===== config.mk =====
export PLATFORM = sky130hd
export DESIGN_NAME = shift_sequencer
export DESIGN_NICKNAME = d
export VERILOG_FILES = /design/src/rtl/shift_sequencer_pkg.sv /design/src/rtl/shift_sequencer_stage_mux.sv /design/src/rtl/shift_sequencer.sv
export SDC_FILE = /design/constraint.sdc
export NUM_CORES = 1
export LEC_CHECK = 0
export CAP_MARGIN = 0
export CORE_MARGIN = 2
export CORE_UTILIZATION = 54
export CTS_CLUSTER_DIAMETER = 120
export DETAILED_ROUTE_END_ITERATION = 10
export PLACE_DENSITY = 0.79
export SLEW_MARGIN = 20
export SYNTH_ARGS = -nofsm -noshare
export SYNTH_HDL_FRONTEND = slang
export SYNTH_SLANG_ARGS = --single-unit

===== constraint.sdc =====
create_clock -name clock -period 2.5 [get_ports clock]
set_input_delay 0.5 -clock clock [delete_from_list [all_inputs] [get_ports clock]]
set_output_delay 0.5 -clock clock [all_outputs]
set_load 0.02 [all_outputs]

===== src/rtl/shift_sequencer_pkg.sv =====
// Shared definitions for the multi-cycle shift sequencer.
package shift_sequencer_pkg;

  localparam int unsigned DATA_W  = 32;
  localparam int unsigned SHAMT_W = 5;
  localparam int unsigned STG_W   = 3;

  localparam logic OP_SLL = 1'b0;
  localparam logic OP_SRA = 1'b1;

  // Index of the x16 stage; stages count down to 0 (x1).
  localparam logic [STG_W-1:0] STAGE_MAX = 3'd4;

  typedef enum logic [1:0] {
    ST_IDLE  = 2'd0,
    ST_SHIFT = 2'd1,
    ST_DONE  = 2'd2
  } state_t;

  // One shift request as presented on the input handshake.
  typedef struct packed {
    logic                 op;
    logic [SHAMT_W-1:0]   shamt;
    logic [DATA_W-1:0]    data;
  } shift_req_t;

  // Stage index of the most significant set bit (0 when none is set).
  function automatic logic [STG_W-1:0] top_bit(input logic [SHAMT_W-1:0] v);
    if (v[4])      return 3'd4;
    else if (v[3]) return 3'd3;
    else if (v[2]) return 3'd2;
    else if (v[1]) return 3'd1;
    else           return 3'd0;
  endfunction

endpackage


===== src/rtl/shift_sequencer_stage_mux.sv =====
// Selects one fixed power-of-two SLL/SRA stage, or passes the value through.
module shift_stage_mux
  import shift_sequencer_pkg::*;
(
  input  logic [DATA_W-1:0] acc,
  input  logic              op,
  input  logic [STG_W-1:0]  stage,
  input  logic              enable,
  output logic [DATA_W-1:0] result_c
);

  logic sgn;
  assign sgn = acc[DATA_W-1];

  // Fixed-distance stage select; SRA replicates bit 31, SLL fills zeros.
  always_comb begin
    result_c = acc;
    if (enable) begin
      case (stage)
        3'd4: result_c = (op == OP_SRA) ? {{16{sgn}}, acc[31:16]} : {acc[15:0], 16'd0};
        3'd3: result_c = (op == OP_SRA) ? {{8{sgn}},  acc[31:8]}  : {acc[23:0], 8'd0};
        3'd2: result_c = (op == OP_SRA) ? {{4{sgn}},  acc[31:4]}  : {acc[27:0], 4'd0};
        3'd1: result_c = (op == OP_SRA) ? {{2{sgn}},  acc[31:2]}  : {acc[29:0], 2'd0};
        3'd0: result_c = (op == OP_SRA) ? {sgn,       acc[31:1]}  : {acc[30:0], 1'b0};
        default: result_c = acc;
      endcase
    end
  end

endmodule


===== src/rtl/shift_sequencer.sv =====
// Multi-cycle 32-bit SLL/SRA built from sequenced fixed power-of-two stages.
module shift_sequencer
  import shift_sequencer_pkg::*;
#(
  parameter bit SKIP_ZERO = 1'b1
) (
  input  logic               clock,
  input  logic               reset_n,
  input  logic               in_valid,
  output logic               in_ready,
  input  logic [DATA_W-1:0]  in_data,
  input  logic [SHAMT_W-1:0] in_shamt,
  input  logic               in_op,
  input  logic               flush,
  output logic               out_valid,
  input  logic               out_ready,
  output logic [DATA_W-1:0]  out_data,
  output logic               busy
);

  state_t             state, state_n;
  logic [DATA_W-1:0]  acc, acc_n;
  logic [SHAMT_W-1:0] rem, rem_n;
  logic               op, op_n;
  logic [STG_W-1:0]   stg, stg_n;

  logic               in_ready_n, out_valid_n, busy_n;
  logic [DATA_W-1:0]  out_data_n;

  shift_req_t         req;
  logic [STG_W-1:0]   stage_sel;
  logic               stage_en;
  logic [DATA_W-1:0]  shifted;

  assign req = '{op: in_op, shamt: in_shamt, data: in_data};

  // Skip mode walks set bits from the top; fixed mode walks every stage.
  assign stage_sel = SKIP_ZERO ? top_bit(rem) : stg;
  assign stage_en  = SKIP_ZERO ? 1'b1 : rem[stg];

  shift_stage_mux u_stage_mux (
    .acc      (acc),
    .op       (op),
    .stage    (stage_sel),
    .enable   (stage_en),
    .result_c (shifted)
  );

  // State and datapath registers plus registered outputs.
  always_ff @(posedge clock or negedge reset_n) begin
    if (!reset_n) begin
      state     <= ST_IDLE;
      acc       <= '0;
      rem       <= '0;
      op        <= OP_SLL;
      stg       <= STAGE_MAX;
      in_ready  <= 1'b0;
      out_valid <= 1'b0;
      out_data  <= '0;
      busy      <= 1'b0;
    end else begin
      state     <= state_n;
      acc       <= acc_n;
      rem       <= rem_n;
      op        <= op_n;
      stg       <= stg_n;
      in_ready  <= in_ready_n;
      out_valid <= out_valid_n;
      out_data  <= out_data_n;
      busy      <= busy_n;
    end
  end

  // Next-state, datapath update and next output values.
  always_comb begin
    state_n = state;
    acc_n   = acc;
    rem_n   = rem;
    op_n    = op;
    stg_n   = stg;

    case (state)
      ST_IDLE: begin
        if (in_valid && in_ready) begin
          acc_n   = req.data;
          rem_n   = req.shamt;
          op_n    = req.op;
          stg_n   = STAGE_MAX;
          state_n = (SKIP_ZERO && (req.shamt == '0)) ? ST_DONE : ST_SHIFT;
        end
      end
      ST_SHIFT: begin
        if (flush) begin
          state_n = ST_IDLE;
        end else if (SKIP_ZERO) begin
          acc_n = shifted;
          rem_n[stage_sel] = 1'b0;
          if (rem_n == '0) state_n = ST_DONE;
        end else begin
          acc_n = shifted;
          if (stg == '0) begin
            stg_n   = STAGE_MAX;
            state_n = ST_DONE;
          end else begin
            stg_n = stg - 3'd1;
          end
        end
      end
      ST_DONE: begin
        if (flush || out_ready) state_n = ST_IDLE;
      end
      default: state_n = ST_IDLE;
    endcase

    in_ready_n  = (state_n == ST_IDLE);
    busy_n      = (state_n != ST_IDLE);
    out_valid_n = (state_n == ST_DONE);
    out_data_n  = (state_n == ST_DONE) ? acc_n : '0;
  end

endmodule


==> Word-level counts from Yosys, hierarchy flattened <==
Index checks and enable logic that the tools add are counted.
{ "totals": {"reg_bits": 75, "in_bits": 43, "out_inout_bits": 35, "wordCells": 58} }
{ "classes": {"magnitude_cmp": 2, "n_eq_ne": 9, "mux": 25, "bitwise": 2, "n_reduce_logical": 12} }
{ "op_table": {"columns": ["cell", "count"], "rows": [
  ["32-bit 2-to-1 mux", 8],
  ["32-bit case mux with 5 select lines", 1],
  ["32-bit case mux with 2 select lines", 1],
  ["2-bit 2-to-1 mux", 7],
  ["5-bit zero test", 2],
  ["5-bit 2-to-1 mux", 2],
  ["5-bit case mux with 2 select lines", 1],
  ["3-bit by 2-bit equality test with 1-bit output, second input constant", 2],
  ["2-bit case mux with 3 select lines", 1],
  ["5-bit AND", 1],
  ["5-bit NOT", 1],
  ["2-bit equality test, second input constant", 2],
  ["2-bit zero test", 2],
  ["3-bit by 4-bit < comparator with 1-bit output, second input constant", 1],
  ["2-bit != test, second input constant", 2],
  ["2-bit nonzero test", 2],
  ["1-bit demux with 3-bit select", 1],
  ["3-bit by 1-bit equality test with 1-bit output, second input constant", 1],
  ["3-bit equality test, second input constant", 1],
  ["3-bit by 1-bit greater-or-equal comparator with 1-bit output, second input constant", 1],
  ["3-bit zero test", 1],
  ["3-bit 2-to-1 mux", 1],
  ["3-bit AND reduction", 1],
  ["2-bit by 1-bit equality test with 1-bit output, second input constant", 1],
  ["other kinds (4)", 6]
]} }

==> Longest topological paths before layout <==
{ "logic_depth": {"ltp_word": 16, "depth_mapped": 8, "mapped_depth_nobuf": 5} }

==> By module <==
A second synthesis with hierarchy kept.
{ "hier_totals": {"hier_cells": 638, "area_unflattened_um2": 5330.1} }
{ "by_module_without_submodules": {"columns": ["mod", "instances", "cells_per_inst", "area_per_inst_um2", "seq_area_each_um2"], "rows": [
  ["shift_sequencer", 1, 264, 3009.1, 1876.8],
  ["shift_stage_mux", 1, 374, 2321.0, 0.0]
]} }

==> Worst setup path before layout <==
Ideal clock, no wire load.
{ "synth_timing": {"kind": "input to register", "from": "in flush", "to": "reg out_data[15]", "setup_time_ns": 0.119, "arrival_ns": 1.743, "required_time_ns": 2.381, "slack_ns": 0.638, "cell_stages": 6, "n_path_buf": 2, "path_cell_list": "buf_2 -> nor3b_4 -> nor2_2 -> buf_2 -> a221o_1 -> and2_1"} }
{ "synth_via": {"elab_cells_between_ends": 8, "classes_between": "1 x eq/ne; 6 x mux; 1 x reduce/logical"} }
{ "synth_lines": {"columns": ["element", "line_no", "text"], "rows": [
  ["start, declared", "shift_sequencer.sv:14", "input logic flush,"],
  ["32-bit 2-to-1 mux", "shift_sequencer.sv:93", "if (flush) begin"],
  ["32-bit case mux with 2 select lines", "shift_sequencer.sv:82", "case (state)"],
  ["net acc_n[15]", "shift_sequencer.sv:22", "logic [DATA_W-1:0] acc, acc_n;"],
  ["32-bit 2-to-1 mux", "shift_sequencer.sv:118", "out_data_n = (state_n == ST_DONE) ? acc_n : '0;"],
  ["net out_data_n[15]", "shift_sequencer.sv:28", "logic [DATA_W-1:0] out_data_n;"],
  ["end signal, assigned", "shift_sequencer.sv:69", "out_data <= out_data_n;"],
  ["end, declared", "shift_sequencer.sv:17", "output logic [DATA_W-1:0] out_data,"]
]} }
The timed path passes the listed nets, and every way through them passes these cells.
A chain may end at the register's enable or synchronous reset.

==> Worst setup path after layout <==
{ "layout_timing": {"from": "reg rem[1]", "to": "reg out_data[20]"} }
{ "layout_via": {"elab_chain_len": 16, "elab_cells_between_ends": 25, "classes_between": "2 x order compare; 5 x eq/ne; 13 x mux; 2 x bitwise; 3 x reduce/logical"} }
{ "layout_lines": {"columns": ["element", "line_no", "text"], "rows": [
  ["start, declared", "shift_sequencer.sv:23", "logic [SHAMT_W-1:0] rem, rem_n;"],
  ["start signal, assigned", "shift_sequencer.sv:64", "rem <= rem_n;"],
  ["1-bit 2-to-1 mux", "shift_sequencer_pkg.sv:32", "else if (v[1]) return 3'd1;"],
  ["2-bit 2-to-1 mux", "shift_sequencer_pkg.sv:31", "else if (v[2]) return 3'd2;"],
  ["2-bit 2-to-1 mux", "shift_sequencer_pkg.sv:30", "else if (v[3]) return 3'd3;"],
  ["3-bit 2-to-1 mux", "shift_sequencer_pkg.sv:29", "if (v[4]) return 3'd4;"],
  ["3-bit by 4-bit < comparator with 1-bit output (not written as such) / 3-bit by 1-bit greater-or-equal comparator with 1-bit output (equally long branches)", "shift_sequencer.sv:97", "rem_n[stage_sel] = 1'b0;"],
  ["1-bit logical AND (not written as such)", "shift_sequencer.sv:97", null],
  ["1-bit 2-to-1 mux (not written as such)", "shift_sequencer.sv:97", null],
  ["1-bit demux with 3-bit select", "shift_sequencer.sv:97", null],
  ["5-bit NOT (no source line)", null, null],
  ["5-bit AND (no source line)", null, null],
  ["5-bit zero test", "shift_sequencer.sv:98", "if (rem_n == '0) state_n = ST_DONE;"],
  ["2-bit 2-to-1 mux", "shift_sequencer.sv:98", null],
  ["2-bit 2-to-1 mux", "shift_sequencer.sv:93", null],
  ["2-bit case mux with 3 select lines", "shift_sequencer.sv:82", null],
  ["2-bit equality test", "shift_sequencer.sv:118", null],
  ["32-bit 2-to-1 mux *", "shift_sequencer.sv:118", null],
  ["net out_data_n[20]", "shift_sequencer.sv:28", null]
]} }
The timed path passes the listed nets; every way through them passes the cells marked *.

==> impl_metrics.env <==
export IMPL_hold_viol_final=0
export IMPL_area_growth_pct=21.3
export IMPL_wl_per_cell_microns=25.9
export IMPL_instances_no_fill=747
export IMPL_vias=5212
export IMPL_cts_buffer_depth=2
export IMPL_p_sw_frac=0.480
export IMPL_switchingPower_w=0.00423
export IMPL_via_per_inst=6.98
export IMPL_io_pins=78
export IMPL_synthesis_nets=596
export IMPL_sequentialPowerShare=0.309
export IMPL_synth_warnings=0
export IMPL_die_y_microns=103
export IMPL_antenna_left=0
export IMPL_period_needed_ns=2.24
export IMPL_dp_cells=731
export IMPL_ys_async_sr_fraction=1.00
export IMPL_power_density_nw_per_um2=1370
export IMPL_clk_pin_slew_ns=0.09
export IMPL_intPower_w=0.00459
export IMPL_timing_rr_end="out_data[20]$_DFF_PN0_"
export IMPL_worstPathRequired_ns=2.75
export IMPL_r2r_start="rem[1]$_DFFE_PN0P_"
export IMPL_crit_end="out_data[20]$_DFF_PN0_"
export IMPL_hp_class="in -> async"
export IMPL_dpl_hpwl_microns=13200
export IMPL_critical_path_arrival_ns=2.49
export IMPL_synth_flop_cell="dfrtp_1"
export IMPL_setup_viol=0
export IMPL_cts_resized=0
export IMPL_cts_sinks=75
export IMPL_wl_met2_microns=8910
export IMPL_row_count=36
export IMPL_irDropWorstVdd_v=0.000962
export IMPL_place_congestion=1.01
export IMPL_reg2reg_slack_ns=0.26
export IMPL_cts_setup_buffers=0
export IMPL_synth_distinct_cells=69
export IMPL_p_leak_nw=2.61
export IMPL_htree_levels=3
export IMPL_rsz0062_at_grt="no"
export IMPL_initial_core_util=0.550
export IMPL_slew_violations=0
export IMPL_post_route_period_util=0.895
export IMPL_antenna_found_initial=0
export IMPL_top_layer_used="met4"
export IMPL_die_w_microns=103
export IMPL_final_util=0.667
export IMPL_drive_gt1_frac=0.161
export IMPL_path_max_fanout=18
export IMPL_drcViolationCount=0
export IMPL_port_buffer_count=77
export IMPL_status="completed"
export IMPL_wirelength_microns=19300
export IMPL_root_buffer="clkbuf_8"
export IMPL_crit_start="rem[1]$_DFFE_PN0P_"
export IMPL_final_area_sq_um=6460
export IMPL_worst_pin_slew_ns=0.946
export IMPL_relSlewSlack=0.369
export IMPL_drt_iter0_drc=587
export IMPL_max_freq_mhz=447
export IMPL_combinationalPowerShare=0.562
export IMPL_drt_pre_antenna_iters=6
export IMPL_skew_ns=0.0114
export IMPL_cts_tree="built"
export IMPL_max_stage_delay_ns=0.74
export IMPL_fin_tns_setup_ns=0
export IMPL_ctsHoldBuffers=0
export IMPL_dieArea_sq_um=10700
export IMPL_crit_slowest_cell="dfrtp_2"
export IMPL_wl_met1_microns=7600
export IMPL_critPathLaunchType="register"
export IMPL_postSynthAreaPerCell_sq_um=9.63
export IMPL_grt_pass1_vias=5129
export IMPL_end_kind="register"
export IMPL_reg2regPathDepth=6
export IMPL_insertion_delay_ns=0.37
export IMPL_critPathKind="reg -> reg"
export IMPL_synth_edf_count=0
export IMPL_yosysSeqAreaShare=0.352
export IMPL_grt_pass1_wl_microns=29500
export IMPL_ys_seq_elements=75
export IMPL_cp_common_cell="a21oi_1"
export IMPL_overflow=0
export IMPL_track_usage=0.381
export IMPL_syn_cell_area_sq_um=5330
export IMPL_antenna_cells=0
export IMPL_core_sq_um=9680
export IMPL_met3_length_microns=1980
export IMPL_place_area_sq_um=6220
export IMPL_nets=652
export IMPL_drv_cap=0
export IMPL_syn_inst=553
export IMPL_path_cells="buf_4 -> mux2_2 -> nand2_1 -> a21oi_1 -> o31ai_1 -> a21oi_1"
export IMPL_clkPwrFrac=0.129
export IMPL_grt_max_degree=76
export IMPL_numCtsBuffers=9
[power by group through the flow]
stage,registers (W),logic (W),clock network (W)
2_1_floorplan,0.00197,0.00381,0
3_3_place_gp,0.00269,0.00474,0
3_5_place_dp,0.00268,0.00482,0
4_1_cts,0.00266,0.00485,0.00115
5_1_grt,0.00275,0.00530,0.00120
6_report,0.00272,0.00496,0.00114
[how the worst min path moves through the flow]
stage,end,cells after the start,slack [ns],startpoint
global route,out_data[25]$_DFF_PN0_,1,0.35,reset_n
CTS,out_data[24]$_DFF_PN0_,1,0.30,reset_n
finish,out_data[26]$_DFF_PN0_,1,0.24,reset_n
floorplan,acc[0]$_DFF_PN0_,0,0.20,reset_n
detailed placement,rem[0]$_DFFE_PN0P_,1,0.54,rem[0]$_DFFE_PN0P_
global placement,rem[0]$_DFFE_PN0P_,1,0.52,rem[0]$_DFFE_PN0P_
[area by class of cell]
cell class | count | area, sq um
well taps | 133 | 166
inverters | 12 | 45.0
multi-input cells | 396 | 3020
repair buffers | 115 | 1100
clock inverters | 7 | 116
fillers | 785 | 3230
clock buffers | 9 | 124
flip-flops and latches | 75 | 1880
[worst max-delay path: cells and delay by family (launching register included)]
kind	cells	cell delay, ns
buf+inv	1	0.31
mux	1	0.35
flops	1	0.74
simple gates	1	0.09
compound gates	3	0.62
[flip-flops by register name, indices dropped and copies added (netlist names)]
name and count:
state 2, in_ready 1, out_valid 1, acc 32
rem 5, out_data 32, busy 1, op 1
[cells by family (layout without fill, tap and decap cells)]
logic type	after synthesis	after routing	synth area share
AO/OA/AOI/OAI	196	196	0.257
adder cells (fa/ha/maj)	1	1	0.00188
flip-flops	75	75	0.352
multiplexers	54	54	0.161
buffers and inverters	82	143	0.0804
AND/OR/NAND/NOR	145	145	0.148
[Yosys cell counts, drive strengths merged (12+ instances only)]
cell type / instances / share of area
dfrtp: 75 / 0.35
nand2: 57 / 0.040
o21ai: 43 / 0.042
buf: 38 / 0.049
a21oi: 34 / 0.032
clkbuf: 32 / 0.023
mux2i: 26 / 0.049
mux4: 25 / 0.11
a22oi: 21 / 0.030
and2: 18 / 0.021
a31oi: 16 / 0.019
nor2: 16 / 0.013
nand3: 13 / 0.012
inv: 12 / 0.0085
[per-stage QoR]
step	hold slack, ns	total power (W)	setup WS [ns]
floorplan	0.204	0.00578	0.638
global placement	0.518	0.00742	0.156
detailed placement	0.537	0.00751	0.102
CTS	0.304	0.00866	0.285
global route	0.346	0.00926	0.156
finish	0.239	0.00882	0.263
[metal layers]
layer / global-route usage / vias to the layer above
met5: 0 / -
met4: 0.195 / 0
met3: 0.0847 / 70
met2: 0.598 / 381
met1: 0.495 / 2545
li1: - / 2216
[placed cells by master, fill, tap and decap left out, drive strengths merged, types with 4 or more instances in the layout]
| master | count |
|---|---|
| buf | 39 |
| clkbuf | 9 |
| o21ai | 43 |
| a21oi | 34 |
| o221ai | 5 |
| a211o | 4 |
| a31oi | 16 |
| a21o | 6 |
| a311oi | 4 |
| clkdlybuf4s50 | 76 |
| o22ai | 6 |
| and3 | 6 |
| nand2b | 11 |
| nor2b | 4 |
| nor3 | 4 |
| and2 | 18 |
| nand3 | 13 |
| nor2 | 16 |
| mux4 | 25 |
| a222oi | 11 |
| o211ai | 4 |
| a221oi | 8 |
| inv | 12 |
| dfrtp | 75 |
| a221o | 4 |
| a22oi | 21 |
| mux2i | 26 |
| nand2 | 57 |
| a22o | 7 |
Power figures use the tool's default switching activity.
